$ cat src/rtl/hazard_stall_ctrl_pkg.sv
// Shared core definitions for the pipeline sequencer.
//   - sequencer state encodings
//   - HLT opcode and the hard-wired zero register specifier
//   - wait-counter width
package hazard_stall_ctrl_pkg;

    localparam logic [1:0] ST_RUN      = 2'd0;
    localparam logic [1:0] ST_MEM_WAIT = 2'd1;
    localparam logic [1:0] ST_HALTED   = 2'd2;

    localparam logic [3:0] OPC_HLT  = 4'hF;
    localparam logic [3:0] REG_ZERO = 4'd0;

    localparam int WAIT_W = 8;

endpackage

$ cat src/rtl/hazard_stall_ctrl_sat_counter.sv
// Saturating up-counter used for the sequencer's performance counters.
// Ports:
//   clk    core clock
//   clr    synchronous clear (highest priority)
//   inc    count this cycle
//   count  current value; holds at all-ones instead of wrapping
module sat_counter #(
    parameter int CNT_W = 16
) (
    input  logic             clk,
    input  logic             clr,
    input  logic             inc,
    output logic [CNT_W-1:0] count
);

    always_ff @(posedge clk) begin
        if (clr) begin
            count <= '0;
        end else if (inc && (count != '1)) begin
            count <= count + 1'b1;
        end
    end

endmodule

$ cat src/rtl/hazard_stall_ctrl.sv
// Pipeline sequencer for the 5-stage core. Detects load-use hazards the
// forwarding network cannot cover, freezes the pipe on memory wait, flushes
// the wrong path on a taken branch resolved in X and retires the core on HLT.
//
// state     | meaning
// ----------+----------------------------------------------
// RUN       | normal issue
// MEM_WAIT  | memory not ready, pipe frozen, wait counter running
// HALTED    | HLT retired, everything held until rst
//
// Ports:
//   clk, rst                     core clock, synchronous active-high reset
//   mem_read_de, dst_reg_de      load in D/E and its destination
//   rs_fd, rt_fd, uses_rs_fd,
//   uses_rt_fd, mem_write_fd     source usage of the F/D instruction
//   branch_taken_x               taken branch resolved in X
//   halt_fd, halt_mw             HLT in F/D / in M/W
//   mem_busy                     D- or I-memory not ready
//   stall_pc, stall_fd,
//   stall_pipe                   hold PC / F/D / D/E..M/W
//   flush_fd, bubble_de          NOP into F/D / D/E
//   halted                       core retired
//   mem_timeout                  sticky memory-wait timeout
//   stall_cnt, flush_cnt         saturating performance counters
module hazard_stall_ctrl
    import hazard_stall_ctrl_pkg::*;
#(
    parameter int REG_W    = 4,
    parameter int CNT_W    = 16,
    parameter int WAIT_MAX = 255
) (
    input  logic             clk,
    input  logic             rst,
    input  logic             mem_read_de,
    input  logic [REG_W-1:0] dst_reg_de,
    input  logic [REG_W-1:0] rs_fd,
    input  logic [REG_W-1:0] rt_fd,
    input  logic             uses_rs_fd,
    input  logic             uses_rt_fd,
    input  logic             mem_write_fd,
    input  logic             branch_taken_x,
    input  logic             halt_fd,
    input  logic             halt_mw,
    input  logic             mem_busy,
    output logic             stall_pc,
    output logic             stall_fd,
    output logic             stall_pipe,
    output logic             flush_fd,
    output logic             bubble_de,
    output logic             halted,
    output logic             mem_timeout,
    output logic [CNT_W-1:0] stall_cnt,
    output logic [CNT_W-1:0] flush_cnt
);

    localparam logic [WAIT_W-1:0] WAIT_LIMIT = WAIT_W'(WAIT_MAX);

    logic [1:0]        state;
    logic [1:0]        state_nxt;
    logic [WAIT_W-1:0] wait_cnt;
    logic [WAIT_W-1:0] wait_nxt;
    logic              lu_hazard;
    logic              stall_inc;
    logic              flush_inc;

    // A store whose only dependency is rt gets its data through the m2m path,
    // so only the rs match (or a non-store rt match) forces a stall.
    assign lu_hazard = mem_read_de && (dst_reg_de != REG_W'(REG_ZERO)) &&
                       ((uses_rs_fd && (rs_fd == dst_reg_de)) ||
                        (uses_rt_fd && !mem_write_fd && (rt_fd == dst_reg_de)));

    always_comb begin
        stall_pc   = 1'b0;
        stall_fd   = 1'b0;
        stall_pipe = 1'b0;
        flush_fd   = 1'b0;
        bubble_de  = 1'b0;
        halted     = 1'b0;
        if (rst) begin
            flush_fd  = 1'b1;
            bubble_de = 1'b1;
        end else if (state == ST_HALTED) begin
            stall_pc   = 1'b1;
            stall_fd   = 1'b1;
            stall_pipe = 1'b1;
            halted     = 1'b1;
        end else if (mem_busy) begin
            // X is frozen, so a pending taken branch is replayed once memory is ready
            stall_pc   = 1'b1;
            stall_fd   = 1'b1;
            stall_pipe = 1'b1;
        end else if (branch_taken_x) begin
            flush_fd  = 1'b1;
            bubble_de = 1'b1;
        end else if (lu_hazard) begin
            stall_pc  = 1'b1;
            stall_fd  = 1'b1;
            bubble_de = 1'b1;
        end else if (halt_fd) begin
            stall_pc = 1'b1;
        end
    end

    always_comb begin
        state_nxt = ST_RUN;
        case (state)
            ST_HALTED: state_nxt = ST_HALTED;
            default: begin
                if (halt_mw && !mem_busy) begin
                    state_nxt = ST_HALTED;
                end else if (mem_busy) begin
                    state_nxt = ST_MEM_WAIT;
                end else begin
                    state_nxt = ST_RUN;
                end
            end
        endcase
    end

    // Counts MEM_WAIT cycles; holds at all-ones so it cannot wrap past the limit.
    always_comb begin
        wait_nxt = '0;
        if ((state == ST_MEM_WAIT) && mem_busy) begin
            wait_nxt = (wait_cnt == '1) ? wait_cnt : wait_cnt + 1'b1;
        end
    end

    always_ff @(posedge clk) begin
        if (rst) begin
            state       <= ST_RUN;
            wait_cnt    <= '0;
            mem_timeout <= 1'b0;
        end else begin
            state    <= state_nxt;
            wait_cnt <= wait_nxt;
            if ((state == ST_MEM_WAIT) && mem_busy && (wait_nxt == WAIT_LIMIT)) begin
                mem_timeout <= 1'b1;
            end
        end
    end

    assign stall_inc = !rst && stall_pc && (state != ST_HALTED);
    assign flush_inc = !rst && flush_fd;

    sat_counter #(.CNT_W(CNT_W)) u_stall_cnt (
        .clk   (clk),
        .clr   (rst),
        .inc   (stall_inc),
        .count (stall_cnt)
    );

    sat_counter #(.CNT_W(CNT_W)) u_flush_cnt (
        .clk   (clk),
        .clr   (rst),
        .inc   (flush_inc),
        .count (flush_cnt)
    );

endmodule

$ cat config.mk
export PLATFORM = sky130hd
export DESIGN_NAME = hazard_stall_ctrl
export DESIGN_NICKNAME = d
export VERILOG_FILES = /design/src/rtl/hazard_stall_ctrl_pkg.sv /design/src/rtl/hazard_stall_ctrl_sat_counter.sv /design/src/rtl/hazard_stall_ctrl.sv
export SDC_FILE = /design/constraint.sdc
export NUM_CORES = 1
export LEC_CHECK = 0
export BUFFER_PORTS_ARGS = -buffer_cell sky130_fd_sc_hd__buf_4
export CORE_UTILIZATION = 56
export CTS_CLUSTER_SIZE = 12
export DETAILED_ROUTE_END_ITERATION = 8
export PLACE_DENSITY_LB_ADDON = 0.12
export SYNTH_ARGS = -nofsm -noshare
export SYNTH_HDL_FRONTEND = slang
export SYNTH_SLANG_ARGS = --single-unit
$ cat constraint.sdc
create_clock -name clk -period 3.6 [get_ports clk]
set_input_delay 0.9 -clock clk [delete_from_list [all_inputs] [get_ports clk]]
set_output_delay 0.9 -clock clk [all_outputs]
set_load 0.005 [all_outputs]
[Word level (Yosys, flattened, before mapping)]
Cells that the tools add are included.
W data, S select, Z words.
Storage, ports and cells
  logic and storage cells: 66
  output and inout bits: 39
  register bits after elaboration: 43
  input port bits: 22
Operators by class
  reductions and logical operators: 19
  $add $sub $neg: 3
  equal/unequal tests: 9
  muxes and demuxes: 29
Operators with widths (count)
  $add A16 B1 Y16 const B: 2
  $ne A16 B16 Y1 const B: 2
  $mux W1: 25
  $eq A8 B8 Y1 const B: 2
  $mux W8: 2
  $logic_and A1 B1 Y1: 13
  $add A8 B1 Y8 const B: 1
  $eq A4 B4 Y1: 2
  $mux W2: 2
  $reduce_bool A4 Y1: 1
  $logic_not A1 Y1: 3
  $reduce_or A3 Y1: 1
  $eq A2 B1 Y1 const B: 1
  $eq A2 B2 Y1 const B: 1
  $ne A2 B2 Y1 const B: 1
  $logic_or A1 B1 Y1: 1

[Depth between registers and ports, before layout]
Gate-level depths: netlist of run 1.
  depth after elaboration: 13
  mapped depth: 10
  mapped depth without buffers: 8

[By module]
Synthesis of run 1 repeated with hierarchy kept, for this count alone.
Second synthesis, totals
  cells, all modules: 289
  area total of the unflattened synthesis: 2433.6 um2
By module, submodules not included
  sat_counter: sequential area each 320.3 um2, area an instance 848.3 um2, instances 2, cells an instance 99
  hazard_stall_ctrl: sequential area each 220.2 um2, area an instance 737.0 um2, instances 1, cells an instance 91

[Least setup slack after synthesis of run 1]
Ideal clock, no wire load.
  kind: in2out
  from: input rst
  to: output halted
  path slack: 822 ps
  data arrival time: 1878 ps
  path buffers: 3
  required time: 2700 ps
  stages on the path: 4
  path through: clkbuf_1 > buf_1 > buf_1 > nor2_1
Between the ends
  word-level cells in the longest chain between the ends: 1
RTL lines
  start, declared: line hazard_stall_ctrl.sv:33  | input logic rst,
  $mux W1: line hazard_stall_ctrl.sv:79  | if (rst) begin
  end, declared: line hazard_stall_ctrl.sv:50  | output logic halted,
Every way passes these cells.

[Worst setup path in the final report of run 1]
  from: input dst_reg_de[0]
  to: output stall_pc
Between the ends
  word-level cells in the longest chain between the ends: 9
  elaborated cells on any way between the ends: 13
  those cells by class: 2 x eq/ne; 5 x mux; 6 x reduce/logical
RTL lines
  start, declared: line hazard_stall_ctrl.sv:35  | input logic [REG_W-1:0] dst_reg_de,
  $eq A4 B4 Y1, on equally long branches: line hazard_stall_ctrl.sv:69, hazard_stall_ctrl.sv:70
  $logic_and A1 B1 Y1, on equally long branches: line hazard_stall_ctrl.sv:69, hazard_stall_ctrl.sv:70
  $logic_or A1 B1 Y1: line hazard_stall_ctrl.sv:69  | ((uses_rs_fd && (rs_fd == dst_reg_de)) ||
  $logic_and A1 B1 Y1 *: line hazard_stall_ctrl.sv:68  | assign lu_hazard = mem_read_de && (dst_reg_de != REG_W'(REG_ZERO)) &&
  $mux W1 *: line hazard_stall_ctrl.sv:95  | end else if (lu_hazard) begin
  $mux W1 *: line hazard_stall_ctrl.sv:92  | end else if (branch_taken_x) begin
  $mux W1 *: line hazard_stall_ctrl.sv:87  | end else if (mem_busy) begin
  $mux W1 *: line hazard_stall_ctrl.sv:82  | end else if (state == ST_HALTED) begin
  $mux W1 *: line hazard_stall_ctrl.sv:79
  end, declared: line hazard_stall_ctrl.sv:45  | output logic stall_pc,
Mark *: on every way between the ends. The rest lies on a longest branch, timed or not.

==> flow_summary.toml, run 1 <==
[outcome]
outcome = "finished, final reports clean"

[drt]
vias_per_cell = 5.75
drc = 0
wire_per_inst_um = 13.9
drt-pass1-iter-count = 4
final_antenna_net_count = 0
drt_iter0_drc = 157
via_count = 2143
wl_um = 5170

[yosys]
synth_edf_count = 0
yosysWarningCount = 0
synth.avg_cell_area_sq_um = 8.49
yosysMostFrequentCell = "dfxtp_1"
seq_area_frac_synth_pct = 38.8
async_reset_ff_share_pct = 0
ys_top_cells_by_count = "43 x dfxtp_1, 34 x nor2_1, 22 x nand3_1"
ys_ff_latch = 43
synth_cells = 261
yosysTopAreaCell = "dfxtp_1"
syn_area_sq_um = 2220
synth_area_leaders = "dfxtp_1 39%, xor2_1 5.9%, nor2_1 5.8%"
yosysUniqueCellTypes = 49
synth_ff_type = "dfxtp_1"
yosysTopAreaCellShare_pct = 38.8
syn-num-nets = 286

[floorplanning]
core_area_sq_um = 3720
ios = 61
die_w_um = 64.9
die_y_um = 64.9
rows = 22
initial_core_util_pct = 59.7
die_area_sq_um = 4210

[sta]
rsz0062_at_grt = "no"
fin_setup_tns_ps = 0
finalHoldViolCount = 0
setup_viol_count_final = 0
maxSlewHeadroom_pct = 55.4
clock.fmax_ghz = 0.326
period_needed_ps = 3060
tightest_slew_ps = 662
maxSlewViolCount = 0
finClkSkew_ps = 9.55
whs_ps = 480
finalCritPeriodShare_pct = 85.1

[global_route]
track_usage_pct = 25.4
grt_pass1_vias = 1905
antenna_found_initial = 0
grt_overflow_total = 0
grt_pass1_wl_um = 8280
grt_max_degree = 31

[critical_path]
setup.worst_path.start = "dst_reg_de[0]"
required_ps = 2700
r2r-start = "u_stall_cnt.count[0]"
crit_path_start_kind = "primary input"
critPathMaxFanout = 3
critPathKind = "primary input to output port"
critPathArrivalTime_ps = 2160
end_kind = "output port"

[clock_tree]
cts-buffers-inserted = 5
clockBufferDepth = 2
clk_pin_slew_ps = 80
ctsResizeCount = 0
clkLatencyLatePin_ps = 300
post_cts_buffers = 0
cts_sinks = 43
cts-root-buf = "clkbuf_8"
tritoncts = "done"
cts_max_level = 2
ctsHoldBuffers = 0

[run]
maxCapViolations = 0

[layout]
drive_above_1_share_pct = 24.3
antenna_cells = 0
nets = 349
fin_area_sq_um = 2810
fillers = 312
area_delta_synth_final_pct = 26.7

[hold_path]
worst_hold_startpoint = "mem_timeout"
holdCritPathClass = "flop to flop"

[placement]
port_buffers = 60
place_area_sq_um = 2710
gp_congestion = 0.819
hpwl_um = 3770

[pwr]
cellPowerDensity_nw_per_um2 = 326
power.leakage_nw = 1.13
worst_ir_drop_vdd_mv = 0.249
p_total_w = 0.000916
==> cell usage in the layout (no fill, tap or decap), types with 3 or more instances in the layout <==
cell and instances:
nor3_1 7, xor2_1 15, o31ai_1 6, and3_1 6, o211ai_1 3, a21oi_1 11
nor2_1 34, buf_4 63, o21ai_0 8, nand3_1 22, or4_1 4, nor2b_1 3
mux2i_1 4, inv_1 11, xnor2_1 9, or3_1 3, dfxtp_1 43, nand2_1 16
ha_1 3, nand4_1 9, a31oi_1 3, o41ai_1 4, clkbuf_8 7
==> layout make-up <==
type	instances	area [sq um]	area share [%]
Clock buffer	8	100	3.56
Sequential cell	43	861	30.6
Timing Repair Buffer	63	473	16.8
Inverter	12	45.0	1.60
Tap cell	48	60.1	2.14
Multi-Input combinational cell	199	1270	45.2
==> layer usage <==
metal  up-vias  track usage [%]  part of all wire, %
met3         7             7.75                  7.4
met1       996             28.8                   44
met2        61             43.9                   47
met4         0             10.6                  1.2
li1       1079                -                    -
met5         -                0                    0
==> worst max-delay path: stages <==
cell	delay, ps
buf_4	120
o41a_1	430
and4b_1	250
nor3_1	200
o31ai_1	100
buf_4	160
==> kinds of logic after synthesis <==
| family | count (synthesis) | synth area share [%] |
|---|---|---|
| AND/OR/NAND/NOR | 116 | 27.0 |
| buffers and inverters | 19 | 3.89 |
| adder cells (fa/ha/maj) | 3 | 1.69 |
| multiplexers | 5 | 2.48 |
| AO/OA/AOI/OAI | 51 | 16.6 |
| XOR/XNOR | 24 | 9.48 |
| flip-flops | 43 | 38.8 |
==> flip-flops by register name, summed over array words and instances (netlist names) <==
| name | count |
|---|---|
| u_stall_cnt.count | 16 |
| wait_cnt | 8 |
| state | 2 |
| u_flush_cnt.count | 16 |
| mem_timeout | 1 |
==> report_power, final <==
group	switching (W)	internal, W	leakage [nW]
clock	0.000163	0.000175	0.0515
combinational	0.0000464	0.0000446	0.730
sequential	0.00000563	0.000481	0.347
total	0.000215	0.000700	1.13
==> stage by stage <==
stage               util (%)  instances  setup WS [ps]
floorplan                  -        261            822
global placement        72.9        365            604
detailed placement      72.9        365            566
CTS                     75.6        373            564
global route            75.6        373            445
finish                  75.6        373            536
==> final timing paths <==
path	cells past startpoint	endpoint	slack, ps
setup / recovery	6	stall_pc	540
hold / removal	2	mem_timeout	480
setup reg to reg	9	u_stall_cnt.count[13]	1190
hold reg to reg	2	mem_timeout	480
No activity file was read; power rests on OpenSTA's default activity.
==> run 2: changes to the inputs <==
--- a/config.mk
+++ b/config.mk
@@ -6,7 +6,7 @@
 export NUM_CORES = 1
 export LEC_CHECK = 0
 export BUFFER_PORTS_ARGS = -buffer_cell sky130_fd_sc_hd__buf_4
-export CORE_UTILIZATION = 56
+export CORE_UTILIZATION = 33
 export CTS_CLUSTER_SIZE = 12
 export DETAILED_ROUTE_END_ITERATION = 8
 export PLACE_DENSITY_LB_ADDON = 0.12
==> constraint.sdc (replaced) <==
create_clock -name clk -period 3.82 [get_ports clk]
set_input_delay 0.955 -clock clk [delete_from_list [all_inputs] [get_ports clk]]
set_output_delay 0.955 -clock clk [all_outputs]
set_load 0.005 [all_outputs]
==> run 2 against run 1 <==
  * Final area rose by 0.36%
  * Clock skew fell by 4.8 ps
  * Largest cell class unchanged
  * Critical endpoint unchanged
  * Critical path type unchanged
  * Largest power group unchanged
  * Global-route usage fell by 10 points
==> flow_summary.toml, run 2 (synthesis results as in run 1) <==
[outcome]
outcome = "finished, final reports clean"

[critical_path]
cp_num_cells = 6
critPathArrivalTime_ps = 2180
worst_path_most_repeated_cell = "buf_4"
crit_path_start_kind = "primary input"
crit_path_max_incr_delay_ps = 430
end_kind = "output port"
critPathMaxFanout = 3
worst-path-buf-inv = 2
r2r_cells = 9
critPathKind = "primary input to output port"
crit_slowest_cell = "o41a_1"
required_ps = 2860
cp_cell_sequence = "buf_4, o41a_1, and4b_1, nor3_1, o31ai_1, buf_4"
cp_top_family = "compound AO/OA/AOI/OAI gates"

[sta]
fin_setup_tns_ps = 0
maxSlewHeadroom_pct = 54.2
finClkSkew_ps = 4.78
maxSlewViolCount = 0
tightest_slew_ps = 682
whs_ps = 462
clock.fmax_ghz = 0.319
rsz0062_at_grt = "no"
finalCritPeriodShare_pct = 82.1
finalHoldViolCount = 0
setup_viol_count_final = 0
period_needed_ps = 3140

[layout]
layout_commonest_cell = "buf_4"
fillers = 662
drive_above_1_share_pct = 23.8
nets = 348
antenna_cells = 0
final_cells = 401
top_regs = "u_flush_cnt.count x16, u_stall_cnt.count x16, wait_cnt x8"
layout_common_cells = "62 x buf_4, 43 x dfxtp_1, 34 x nor2_1, 22 x nand3_1, 16 x nand2_1"
area_delta_synth_final_pct = 27.1
final_util_pct = 43.9

[pwr]
p_total_w = 0.000826
worst_ir_drop_vdd_mv = 0.132
power.leakage_nw = 1.11
cellPowerDensity_nw_per_um2 = 293

[placement]
placed_cells = 393
gp_congestion = 0.780
hpwl_um = 3910
port_buffers = 60

[global_route]
grt.busiest_layer = "met2"
grt_max_degree = 36
grt_util_met2_pct = 25.4
grt_overflow_total = 0
grt_use_met1_pct = 18.7
grt_pass1_wl_um = 8710
use_met3_pct = 4.35
grt_pass1_vias = 1960
track_usage_pct = 15.3
antenna_found_initial = 0

[clock_tree]
cts_max_level = 2
ctsHoldBuffers = 0
cts-buffers-inserted = 5
clk_pin_slew_ps = 80
cts_sinks = 43
cts-root-buf = "clkbuf_8"
clkLatencyLatePin_ps = 290
clockBufferDepth = 2
post_cts_buffers = 0
tritoncts = "done"
ctsResizeCount = 0

[hold_path]
holdCritPathClass = "flop to flop"
hold_depth = 2

[drt]
wire_per_inst_um = 13.0
vias_per_cell = 5.22
drt_iter0_drc = 61
via_count = 2093
drc = 0
final_antenna_net_count = 0
wl_um = 5230
drt-pass1-iter-count = 5

[floorplanning]
die_w_um = 84.0
initial_core_util_pct = 34.5
die_y_um = 84.0
die_area_sq_um = 7050
core_area_sq_um = 6420
rows = 29
ios = 61

[run]
maxCapViolations = 0
run 2: cell count changes in the layout (fill, tap and decap cells not counted), sizes merged:
cell,previous run,this run
clkbuf,8,7
buf,63,62
clkinv,1,2
run 2: layout make-up:
cell class | count | area, sq um | share of cell area (%)
clock buffer | 7 | 76.3 | 2.71
clock inverter | 1 | 5.00 | 0.178
inverter | 12 | 45.0 | 1.60
multi-input combinational | 199 | 1270 | 45.1
sequential | 43 | 861 | 30.5
tap | 77 | 96.3 | 3.42
timing repair buffer | 62 | 465 | 16.5
run 2: per-layer routing:
metal / up-vias / routed length [um] / part of all wire, %
li1: 1074 / - / -
met1: 962 / 2400 / 46
met2: 46 / 2480 / 47
met3: 11 / 257 / 4.9
met4: 0 / 93 / 1.8
met5: - / 0 / 0
run 2: worst paths after layout:
check,startpoint,end,slack (ps)
max reg2reg,u_stall_cnt.count[0],u_stall_cnt.count[14],1450
max,dst_reg_de[0],stall_pc,680
min,mem_timeout,mem_timeout,460
min reg2reg,mem_timeout,mem_timeout,460
run 2: where the power goes:
| part | internal (W) | switching (W) | total (W) |
|---|---|---|---|
| clock network | 0.000129 | 0.000155 | 0.000284 |
| registers | 0.000453 | 0.00000591 | 0.000459 |
| logic | 0.0000413 | 0.0000416 | 0.0000829 |
| total | 0.000623 | 0.000203 | 0.000826 |
run 2: worst register-to-register path: cells and delay by family (launching register included):
family / cells / cell delay (ps)
compound gates: 2 / 280
simple gates: 5 / 1220
fa+ha+maj: 1 / 220
buf+inv: 1 / 210
flops: 1 / 360
run 2: through the flow:
| stage | setup WS [ps] | cell area, sq um |
|---|---|---|
| floorplan | 932 | 2220 |
| finish | 682 | 2820 |
| CTS | 668 | 2820 |
| global placement | 678 | 2740 |
| global route | 588 | 2820 |
| detailed placement | 668 | 2740 |
==> run 3: changes to the inputs <==
--- a/config.mk
+++ b/config.mk
@@ -5,6 +5,7 @@
 export SDC_FILE = /design/constraint.sdc
 export NUM_CORES = 1
 export LEC_CHECK = 0
+export ABC_AREA = 1
 export BUFFER_PORTS_ARGS = -buffer_cell sky130_fd_sc_hd__buf_4
 export CORE_UTILIZATION = 33
 export CTS_CLUSTER_SIZE = 12
==> constraint.sdc (replaced) <==
create_clock -name clk -period 2.7 [get_ports clk]
set_input_delay 0.675 -clock clk [delete_from_list [all_inputs] [get_ports clk]]
set_output_delay 0.675 -clock clk [all_outputs]
set_load 0.005 [all_outputs]
==> run 3 against run 2 <==
  * Core utilization shrank 1.7 points
  * Sequential power increased by 41%
  * Total power rose by 46%
  * Non-clock buffer count is 2 higher
  * Sequential share of layout area fell by 4.0 points
  * Final area grew 15%
  * Synthesized area rose by 17%
  * Critical path depth rose by 4
  * Wire length increased by 27%
  * Sequential cell count stayed put
  * Die area is 17% higher
  * Critical path type unchanged
  * Highest routed layer unchanged
==> flow_summary.toml, run 3 <==
[outcome]
outcome = "finished, final reports clean"

[clock_tree]
clockBufferDepth = 2
clk_pin_slew_ps = 80
tritoncts = "done"
cts-root-buf = "clkbuf_8"
clkLatencyLatePin_ps = 300
cts-buffers-inserted = 5
ctsResizeCount = 0
cts_sinks = 43
ctsHoldBuffers = 0
cts_max_level = 2
post_cts_buffers = 0

[yosys]
seq_area_frac_synth_pct = 33.0
async_reset_ff_share_pct = 0
synth_area_leaders = "dfxtp_1 33%, nand2_1 13%, nor2_1 6.5%"
syn_area_sq_um = 2600
yosysMostFrequentCell = "nand2_1"
ys_top_cells_by_count = "93 x nand2_1, 45 x nor2_1, 43 x dfxtp_1"
yosysUniqueCellTypes = 34
synth_cells = 384
synth_edf_count = 0
yosysTopAreaCell = "dfxtp_1"
yosysWarningCount = 0
synth.avg_cell_area_sq_um = 6.78
ys_ff_latch = 43
yosysTopAreaCellShare_pct = 33.0
syn-num-nets = 409
synth_ff_type = "dfxtp_1"

[global_route]
grt_max_degree = 26
grt.busiest_layer = "met2"
antenna_found_initial = 0
grt_pass1_wl_um = 11500
use_met3_pct = 3.45
grt_overflow_total = 0
track_usage_pct = 16.9
grt_use_met1_pct = 22.3
grt_util_met2_pct = 27.9
grt_pass1_vias = 2486

[sta]
finClkSkew_ps = 11.4
maxSlewHeadroom_pct = 43.7
setup_ws_ps = 331
setup_viol_count_final = 0
maxSlewViolCount = 0
period_needed_ps = 2370
clock.fmax_ghz = 0.422
finalCritPeriodShare_pct = 87.7
tightest_slew_ps = 842
rsz0062_at_grt = "no"
finalHoldViolCount = 0
fin_setup_tns_ps = 0

[layout]
antenna_cells = 0
area_delta_synth_final_pct = 24.4
top_regs = "u_flush_cnt.count x16, u_stall_cnt.count x16, wait_cnt x8"
drive_above_1_share_pct = 22.7
nets = 469
layout_common_cells = "93 x nand2_1, 64 x buf_4, 45 x nor2_1, 43 x dfxtp_1, 34 x inv_1"
layout_commonest_cell = "nand2_1"

[pwr]
p_sw_w = 0.000324
worst_ir_drop_vdd_mv = 0.152
combPwrFrac_pct = 11.9
clock_power_share_pct = 34.3
intPower_w = 0.000883
power.leakage_nw = 1.33
power_frac_seq_pct = 53.8
sw_frac_of_total_pct = 26.9
cellPowerDensity_nw_per_um2 = 372

[floorplanning]
ios = 61
die_area_sq_um = 8250
die_w_um = 90.8
initial_core_util_pct = 33.9
rows = 32
core_area_sq_um = 7690
die_y_um = 90.8

[critical_path]
required_ps = 2030
end_kind = "output port"
crit_slowest_cell = "buf_4"
worst_path_most_repeated_cell = "nand2_1"
cp_cell_sequence = "buf_4, inv_2, nand2_1, nand2_1, nor2_1, nand2_1, nand2_1, nand3_1, nand3_2, buf_4"
critPathKind = "primary input to output port"
critPathMaxFanout = 10
critPathArrivalTime_ps = 1690
crit_path_start_kind = "primary input"
crit_path_max_incr_delay_ps = 210

[placement]
gp_congestion = 0.843
port_buffers = 60
post-place-ws_ps = 302
hpwl_um = 4990

[drt]
wire_per_inst_um = 12.1
drt_iter0_drc = 87
vias_per_cell = 4.70
final_antenna_net_count = 0
via_count = 2571
wl_um = 6620
drt-pass1-iter-count = 4
drc = 0

[run]
maxCapViolations = 0

[hold_path]
holdCritPathClass = "flop to flop"
==> run 3: layout make-up <==
| type | instances | area (sq um) |
|---|---|---|
| fill | 843 | 4450 |
| multi-input combinational | 284 | 1520 |
| sequential | 43 | 861 |
| timing repair buffer | 64 | 480 |
| inverter | 46 | 173 |
| tap | 102 | 128 |
| clock buffer | 6 | 72.6 |
| clock inverter | 2 | 12.5 |
==> run 3: cell families (layout without fill, tap and decap cells) <==
family,Yosys count,count (layout),share of synthesized area (%)
and+or+nand+nor,214,214,38.1
buffers and inverters,57,118,8.79
DFF,43,43,33.0
AOI/OAI and AO/OA,41,41,9.89
xor gates and xnor gates,26,26,8.74
adders and majority gates,3,3,1.44
==> run 3: worst max-delay path: cells and delay by family <==
family	cells	cell delay, ps
AND/OR/NAND/NOR	7	620
buffers and inverters	3	390
==> run 3: final timing paths <==
check / start / endpoint / slack (ps) / cells past startpoint
worst min register to register: mem_timeout / mem_timeout / 460 / 2
worst max-delay path: dst_reg_de[2] / stall_pc / 330 / 10
worst max register to register: u_flush_cnt.count[0] / u_flush_cnt.count[15] / 440 / 10
worst min-delay path: mem_timeout / mem_timeout / 460 / 2
==> run 3: per-stage QoR <==
| step | area, sq um | hold WS (ps) | total power [W] | utilization, % | std cells |
|---|---|---|---|---|---|
| after floorplan | 2610 | 448 | 0.000746 | - | 384 |
| after global placement | 3160 | 444 | 0.000810 | 41.1 | 539 |
| after detailed placement | 3160 | 452 | 0.000810 | 41.1 | 539 |
| after CTS | 3240 | 466 | 0.00123 | 42.2 | 547 |
| after global routing | 3240 | 503 | 0.00128 | 42.2 | 547 |
| final | 3240 | 461 | 0.00121 | 42.2 | 547 |
==> run 3: power by group through the flow <==
stage,Clock [W],Combinational (W),Sequential (W)
after floorplan,0,0.0000832,0.000663
after global placement,0,0.000146,0.000664
after detailed placement,0,0.000146,0.000664
after CTS,0.000432,0.000146,0.000649
after global routing,0.000464,0.000162,0.000650
final,0.000414,0.000144,0.000649
==> run 3: routing by layer <==
layer	vias to the layer above	part of all wire, %
met1	1143	48
met3	6	3.8
li1	1375	-
met4	0	0.77
met2	47	47
met5	-	0
